File: src/rtl/prbs_gen_chk_param.sv
// Parallel PRBS-7/9/15/23/31 generator and self-synchronising checker.
// The checker hunts for a clean run, then tracks the stream from its own prediction.
module prbs_gen_chk_param #(
    parameter int          W          = 64,
    parameter int          POLY       = 31,
    parameter logic [30:0] SEED       = '1,
    parameter int          LOCK_CNT   = 16,
    parameter int          UNLOCK_CNT = 4,
    parameter int          ERR_CNT_W  = 32
) (
    input  logic                 C,
    input  logic                 R,
    input  logic                 CE,
    input  logic                 INJ,
    output logic [W-1:0]         Q,
    input  logic                 DV,
    input  logic [W-1:0]         D,
    input  logic                 CLR,
    output logic                 LOCK,
    output logic                 ERR,
    output logic [ERR_CNT_W-1:0] ERR_CNT
);

    localparam int N  = POLY;
    localparam int T  = (POLY == 7)  ? 6  :
                        (POLY == 9)  ? 5  :
                        (POLY == 15) ? 14 :
                        (POLY == 23) ? 18 : 28;
    localparam int CW = $clog2(W + 1);
    localparam int SW = ((ERR_CNT_W > CW) ? ERR_CNT_W : CW) + 1;

    localparam logic [N-1:0] SEED_N =
        (SEED[N-1:0] == '0) ? '1 : SEED[N-1:0];
    localparam logic [W-1:0]         ONE  = 1;
    localparam logic [W-1:0]         TOP  = ONE << (W - 1);
    localparam logic [ERR_CNT_W-1:0] MAXV = '1;

    typedef enum logic {
        S_HUNT,
        S_LOCK
    } st_t;

    // state bit 0 is the newest bit; returns {next word, next state}
    function automatic logic [W+N-1:0] run(input logic [N-1:0] s_in);
        logic [N-1:0] s;
        logic [W-1:0] w;
        logic         nb;
        s = s_in;
        w = '0;
        for (int i = W - 1; i >= 0; i--) begin
            nb   = s[N-1] ^ s[T-1];
            w[i] = nb;
            s    = {s[N-2:0], nb};
        end
        return {w, s};
    endfunction

    // ---------------- generator ----------------
    logic [N-1:0]   gst;
    logic [W+N-1:0] gnx;

    assign gnx = run(gst);

    // advance W bits per enabled cycle; INJ flips only the output MSB
    always_ff @(posedge C) begin
        if (R) begin
            gst <= SEED_N;
            Q   <= '0;
        end else if (CE) begin
            gst <= gnx[N-1:0];
            Q   <= gnx[W+N-1:N] ^ (INJ ? TOP : '0);
        end
    end

    // ---------------- checker ----------------
    st_t                  st, st_n;
    logic [N-1:0]         cst, cst_n;
    logic [7:0]           clean_r, clean_n;
    logic [7:0]           bad_r, bad_n;
    logic                 err_r, err_n;
    logic [ERR_CNT_W-1:0] cnt_r, cnt_n;

    logic [W+N-1:0] pnx;
    logic [W-1:0]   pred;
    logic [W-1:0]   e;
    logic [CW-1:0]  n;
    logic [N-1:0]   hs;
    logic [SW-1:0]  sum;

    assign pnx  = run(cst);
    assign pred = pnx[W+N-1:N];
    assign e    = pred ^ D;
    assign sum  = SW'(cnt_r) + SW'(n);

    // bit-error popcount and the received-bit state used while hunting
    always_comb begin
        n  = '0;
        hs = cst;
        for (int i = W - 1; i >= 0; i--) begin
            n  = n + CW'(e[i]);
            hs = {hs[N-2:0], D[i]};
        end
    end

    // hunt/lock next-state, run counters and error accounting
    always_comb begin
        st_n    = st;
        cst_n   = cst;
        clean_n = clean_r;
        bad_n   = bad_r;
        err_n   = 1'b0;
        cnt_n   = cnt_r;
        if (DV) begin
            unique case (st)
                S_HUNT: begin
                    cst_n = hs;
                    if (n == '0 && cst != '0) begin
                        if (9'(clean_r) + 9'd1 >= 9'(LOCK_CNT)) begin
                            st_n    = S_LOCK;
                            clean_n = '0;
                            bad_n   = '0;
                        end else begin
                            clean_n = clean_r + 8'd1;
                        end
                    end else begin
                        clean_n = '0;
                    end
                end
                S_LOCK: begin
                    cst_n = pnx[N-1:0];
                    err_n = (n != '0);
                    cnt_n = (sum > SW'(MAXV)) ? MAXV
                                              : sum[ERR_CNT_W-1:0];
                    if (n != '0) begin
                        if (9'(bad_r) + 9'd1 >= 9'(UNLOCK_CNT)) begin
                            st_n    = S_HUNT;
                            clean_n = '0;
                            bad_n   = '0;
                        end else begin
                            bad_n = bad_r + 8'd1;
                        end
                    end else begin
                        bad_n = '0;
                    end
                end
                default: st_n = S_HUNT;
            endcase
        end
        if (CLR) begin
            cnt_n = '0;
        end
    end

    // checker state register
    always_ff @(posedge C) begin
        if (R) begin
            st      <= S_HUNT;
            cst     <= '0;
            clean_r <= '0;
            bad_r   <= '0;
            err_r   <= 1'b0;
            cnt_r   <= '0;
        end else begin
            st      <= st_n;
            cst     <= cst_n;
            clean_r <= clean_n;
            bad_r   <= bad_n;
            err_r   <= err_n;
            cnt_r   <= cnt_n;
        end
    end

    assign LOCK    = (st == S_LOCK);
    assign ERR     = err_r;
    assign ERR_CNT = cnt_r;

endmodule

File: config.mk
export PLATFORM = sky130hd
export DESIGN_NAME = prbs_gen_chk_param
export DESIGN_NICKNAME = d
export VERILOG_FILES = /design/src/rtl/prbs_gen_chk_param.sv
export SDC_FILE = /design/constraint.sdc
export NUM_CORES = 1
export LEC_CHECK = 0
export ABC_CLOCK_PERIOD_IN_PS = 9800
export BUFFER_PORTS_ARGS = -buffer_cell sky130_fd_sc_hd__buf_4
export CORE_UTILIZATION = 50
export CTS_CLUSTER_DIAMETER = 50
export CTS_CLUSTER_SIZE = 10
export DETAILED_ROUTE_END_ITERATION = 8
export PLACE_DENSITY = 0.72
export REMOVE_ABC_BUFFERS = 1
export SKIP_CTS_REPAIR_TIMING = 1
export SYNTH_ARGS = -nofsm -noshare
export SYNTH_HDL_FRONTEND = slang
export SYNTH_SLANG_ARGS = --single-unit
File: constraint.sdc
create_clock -name C -period 9.8 [get_ports C]
set_input_delay 1.96 -clock C [delete_from_list [all_inputs] [get_ports C]]
set_output_delay 1.96 -clock C [all_outputs]
set_load 0.05 [all_outputs]
Word level (Yosys, flattened, before mapping)
Index checks and enable logic that the tools add are counted.
Cells by class
  mux-type cells: 18
  $add $sub $neg: 68
  eq/ne operators: 4
  magnitude comparators: 3
  reduce and logical (&&, ||, !) cells: 9
  bitwise gates (word level): 132
Operators by type and width (count)
  adder 7 x 1 -> 7 bit: 57
  XOR 1 bit: 128
  XOR 64 bit: 2
  two-way mux 64 bit: 1
  two-way mux 8 bit: 8
  one-hot mux 31 bit (2 select lines): 1
  adder 32 x 7 -> 33 bit: 1
  greater-than comparator 33 x 32 -> 1 bit, second input constant: 1
  two-way mux 32 bit: 1
  one-hot mux 8 bit (2 select lines): 2
  nonzero test 31 bit: 1
  adder 8 x 1 -> 9 bit, second input constant: 2
  adder 8 x 1 -> 8 bit, second input constant: 2
  >= comparator 9 x 3 -> 1 bit, second input constant: 1
  >= comparator 9 x 5 -> 1 bit, second input constant: 1
  adder 6 x 1 -> 7 bit: 1
  logical NOT 7 bit: 1
  nonzero test 7 bit: 1
  adder 5 x 1 -> 6 bit: 1
  AND reduction 3 bit: 2
  adder 4 x 1 -> 5 bit: 1
  adder 3 x 1 -> 4 bit: 1
  two-way mux 1 bit: 4
  != test 2 x 1 -> 1 bit, second input constant: 2
  other kinds (9): 11
Storage, ports and cells
  input port bits: 70
  output and inout port bits: 98
  flip-flop bits (word level): 176

Logic depth before layout (Yosys ltp)
  word-level depth: 71
  depth in mapped cells: 30
  mapped depth without buffers: 29

Worst setup path after synthesis
No wires, ideal clock.
  path kind: input to register
  start point: input port D[37]
  end point: register cnt_r[17] (netlist: ERR_CNT[17])
  cell stages on the path: 23
  buffers on the path: 1
  setup time: 0.073 ns
  path slack: 0.803 ns
  arrival time: 8.924 ns
  cells stage by stage: xor2_1 -> xnor2_1 -> fa_1 -> fa_1 -> fa_1 -> fa_1 -> fa_1 -> fa_1 -> fa_1 -> fa_1 -> inv_1 -> ha_1 -> a211oi_1 -> nor3_1 -> nand4b_1 -> ha_1 -> nand2_1 -> a211oi_1 -> o21bai_1 -> or2_4 -> buf_6 -> and3_1 -> nor3_2
Between the ends
  word-level cells in the longest chain between the ends: 42
Ends and longest elaborated chain
  from (decl): RTL line 17  | input logic [W-1:0] D,
  XOR 64 bit (*): RTL line 92  | assign e = pred ^ D;
  adder 7 x 1 -> 7 bit (*) (38 in series): RTL line 100  | n = n + CW'(e[i]);
  adder 32 x 7 -> 33 bit (*): RTL line 93  | assign sum = SW'(cnt_r) + SW'(n);
  greater-than comparator 33 x 32 -> 1 bit: RTL line 132  | cnt_n = (sum > SW'(MAXV)) ? MAXV
  two-way mux 32 bit (*): RTL line 132
  to (signal assigned): RTL line 169  | cnt_r <= cnt_n;
  to (decl): RTL line 81  | logic [ERR_CNT_W-1:0] cnt_r, cnt_n;
Every way passes the cells marked *; elsewhere a longest branch is shown, timed or not.
A chain may end at the register's enable or synchronous reset.

Final worst setup path
  start point: input port D[47]
  end point: register cnt_r[18] (netlist: ERR_CNT[18])
Between the ends
  word-level cells in the longest chain between the ends: 52
Ends and longest elaborated chain (RTL line)
  XOR 64 bit (*): 92
  adder 7 x 1 -> 7 bit (*) (48 in series): 100
  adder 32 x 7 -> 33 bit (*): 93
  greater-than comparator 33 x 32 -> 1 bit: 132
  two-way mux 32 bit (*): 132
Marked as above.

==> flow_metrics.py <==
metrics = {
    "timing": {
        "finClkSkew_ns": 0.0121,
        "slew_viol_final": 0,
        "worstMarginPinSlew_ns": 1.08,
        "rsz0062_at_grt": "false",
        "tns_ns": 0,
        "period_needed_ns": 9.23,
        "slew_headroom": 0.280,
        "setup_viol": 0,
        "hold_viol": 0,
        "fmax_mhz": 108,
        "finalCritPeriodShare": 0.942,
    },
    "yosys": {
        "synth_area_sq_um": 10600,
        "synth.avg_cell_area_sq_um": 8.95,
        "synth_top_family_by_area": "simple AND/OR/NAND/NOR gates",
        "synth_cell_types": 62,
        "async_reset_ff_frac": 0,
        "synthFlopType": "dfxtp_1",
        "synthSimpleGateAreaFrac": 0.167,
        "syn_inst": 1184,
        "synth_xor_area_frac": 0.165,
        "synth-compound-area-share": 0.135,
        "synth_seq_area_share": 0.333,
        "synthAdderAreaFrac": 0.135,
        "ys_warn_count": 0,
        "ys_ff_latch": 176,
        "synthMuxAreaShare": 0.0135,
        "synth_edf_count": 0,
    },
    "hold_path": {
        "hp-class": "reg2reg",
        "min_path_cells": 1,
    },
    "detailed_routing": {
        "dr.pass1.iters": 5,
        "wl_per_cell_microns": 16.8,
        "drc": 0,
        "first_iter_violations": 507,
        "detail_route.vias_per_cell": 5.44,
        "num_vias": 8459,
        "finalWirelength_microns": 26200,
        "antenna_left": 0,
    },
    "clock_tree": {
        "cts_sinks": 176,
        "insertion_delay_ns": 0.44,
        "cts_buffers": 17,
        "clock-root-buffer": "clkbuf_16",
        "cts_tree": "built",
        "htreeDepth": 4,
        "clk_pin_slew_ns": 0.07,
        "clk_path_buf_depth": 2,
    },
    "global_route": {
        "antenna_found_initial": 0,
        "grt_use_total": 0.244,
        "grt_pass1_vias": 8098,
        "gr-total-overflow": 0,
        "grt_pass1_wl_microns": 41800,
        "grt_max_degree": 96,
    },
    "finish": {
        "syn2layout_area_growth_pct": 17.1,
        "nets": 1424,
        "regArea_sq_um": 3520,
        "diodes": 0,
        "multiInputGateArea_sq_um": 6520,
        "n_fill_cell": 1777,
        "drive_gt1_frac": 0.193,
    },
    "worst_setup_path": {
        "worstPathArrival_ns": 9.57,
        "cp_max_fo": 7,
        "crit_type": "in2reg",
        "cp-start-kind": "input pin",
        "reg2regPathDepth": 27,
        "worstSetupEndpointType": "register",
        "cp.required_ns": 10.15,
    },
    "floorplan": {
        "chipHeight_microns": 148,
        "start_util": 0.517,
        "io_pins": 168,
        "coreArea_sq_um": 20500,
        "dieArea_sq_um": 21800,
        "die_w_microns": 148,
        "row_count": 52,
    },
    "placement": {
        "routabilityCongestion": 0.942,
        "port_buffers": 167,
        "dp_hpwl_microns": 19000,
    },
    "run_status": {
        "outcome": "complete, no violations",
    },
    "flow_run": {
        "cap_violations": 0,
    },
}
path summary, 6_finish.rpt:
| path | slack, ns | from | endpoint |
|---|---|---|---|
| setup / recovery | 0.57 | D[47] | ERR_CNT[18]$_SDFFE_PP0P_ |
| hold / removal | 0.46 | bad_r[6]$_SDFFE_PP0P_ | bad_r[6]$_SDFFE_PP0P_ |
| setup reg to reg | 1.19 | cst[27]$_SDFFE_PP0P_ | ERR_CNT[18]$_SDFFE_PP0P_ |
| hold reg to reg | 0.46 | bad_r[6]$_SDFFE_PP0P_ | bad_r[6]$_SDFFE_PP0P_ |
placed cells by master, fill, tap and decap left out, types with 4 or more instances in the layout:
cell	instances
a211oi_1	38
a21oi_1	57
or2_2	25
inv_6	4
fa_1	55
xnor2_1	107
a21o_1	4
and3_1	5
a311oi_1	7
nor2_1	152
nand2b_1	32
o221a_2	4
a31oi_1	12
nand2_1	38
clkbuf_16	17
xor2_1	92
o21bai_1	27
nor3_1	48
and2_1	12
nand3_1	9
inv_1	36
o211ai_1	27
nor4_1	11
ha_1	26
nor3b_1	5
dfxtp_1	176
buf_4	176
mux2i_1	12
o21ai_0	18
synth_stat cells, drive strengths merged (3+ instances only):
cell type  count  area [sq um]
nand3          9          45.0
o221a          4          45.0
and2          12          75.1
and4           5          47.6
nand4          4          40.0
nand2         38           143
or2           26           165
nor4          11          68.8
nor2         152           571
a211oi        38           285
and3           6          38.8
ha            26           325
xor2          92           806
a31oi         12          75.1
nand2b        32           200
o21bai        27           203
xnor2        107           937
nor3b          5          37.5
dfxtp        176          3520
or4            3          26.3
a311oi         7          61.3
mux2i         12           120
o211ai        27           203
buf           11          60.1
inv           36           135
o21ai         19          95.1
clkbuf        95           357
a21oi         57           285
nor3          49           250
fa            55          1100
a21o           4          30.0
state kept, by name, indices dropped and copies added (netlist names):
register	cells
cst	31
clean_r	8
LOCK	1
ERR_CNT	32
gst	31
bad_r	8
Q	64
ERR	1
worst max-delay path: stages:
cell and delay [ns]:
buf_4 0.11, xor2_1 0.15, xnor2_1 0.17, fa_1 0.58, fa_1 0.45, fa_1 0.53
fa_1 0.54, fa_1 0.55, fa_1 0.46, fa_1 0.54, inv_1 0.06, fa_1 0.48
ha_1 0.25, fa_1 0.40, nand3_1 0.13, and2_1 0.16, nor2b_1 0.05, o21ai_0 0.14
nand2b_1 0.08, ha_1 0.31, o2111ai_1 0.37, nor2_1 0.12, o21ai_1 0.35, nor2_1 0.17
and4_2 0.26, nor3_1 0.19
area by class of cell:
class	instances	area share
multi-input cells	866	0.525
flip-flops and latches	176	0.284
repair buffers	176	0.107
clock buffers	21	0.0363
well taps	270	0.0272
inverters	36	0.0109
clock inverters	11	0.00948
kinds of logic (layout without fill, tap and decap cells):
kind of cell / count (synthesis) / in the layout
simple gates: 360 / 360
compound gates: 212 / 212
xor+xnor: 199 / 199
flops: 176 / 176
buf+inv: 142 / 244
fa+ha+maj: 81 / 81
mux: 14 / 14
through the flow:
step | setup slack (ns) | instance area (sq um) | std cells | hold slack (ns) | util
after detailed placement | 0.167 | 11800 | 1524 | 0.436 | 0.577
after global placement | 0.286 | 11800 | 1524 | 0.434 | 0.577
after CTS | 0.606 | 12400 | 1556 | 0.458 | 0.605
after floorplan | 0.818 | 10200 | 1078 | 0.420 | -
after global routing | 0.186 | 12400 | 1556 | 0.484 | 0.605
final | 0.573 | 12400 | 1556 | 0.456 | 0.605
layer usage:
metal | wire (microns) | track usage | vias up
met2 | 12500 | 0.400 | 252
met3 | 1780 | 0.0620 | 40
met1 | 11300 | 0.313 | 4019
met4 | 584 | 0.0778 | 0
met5 | 0 | 0 | -
li1 | - | - | 4148
Power is not shown: default switching activity piles up to over one toggle a cycle in this logic, so the estimate is an artifact.
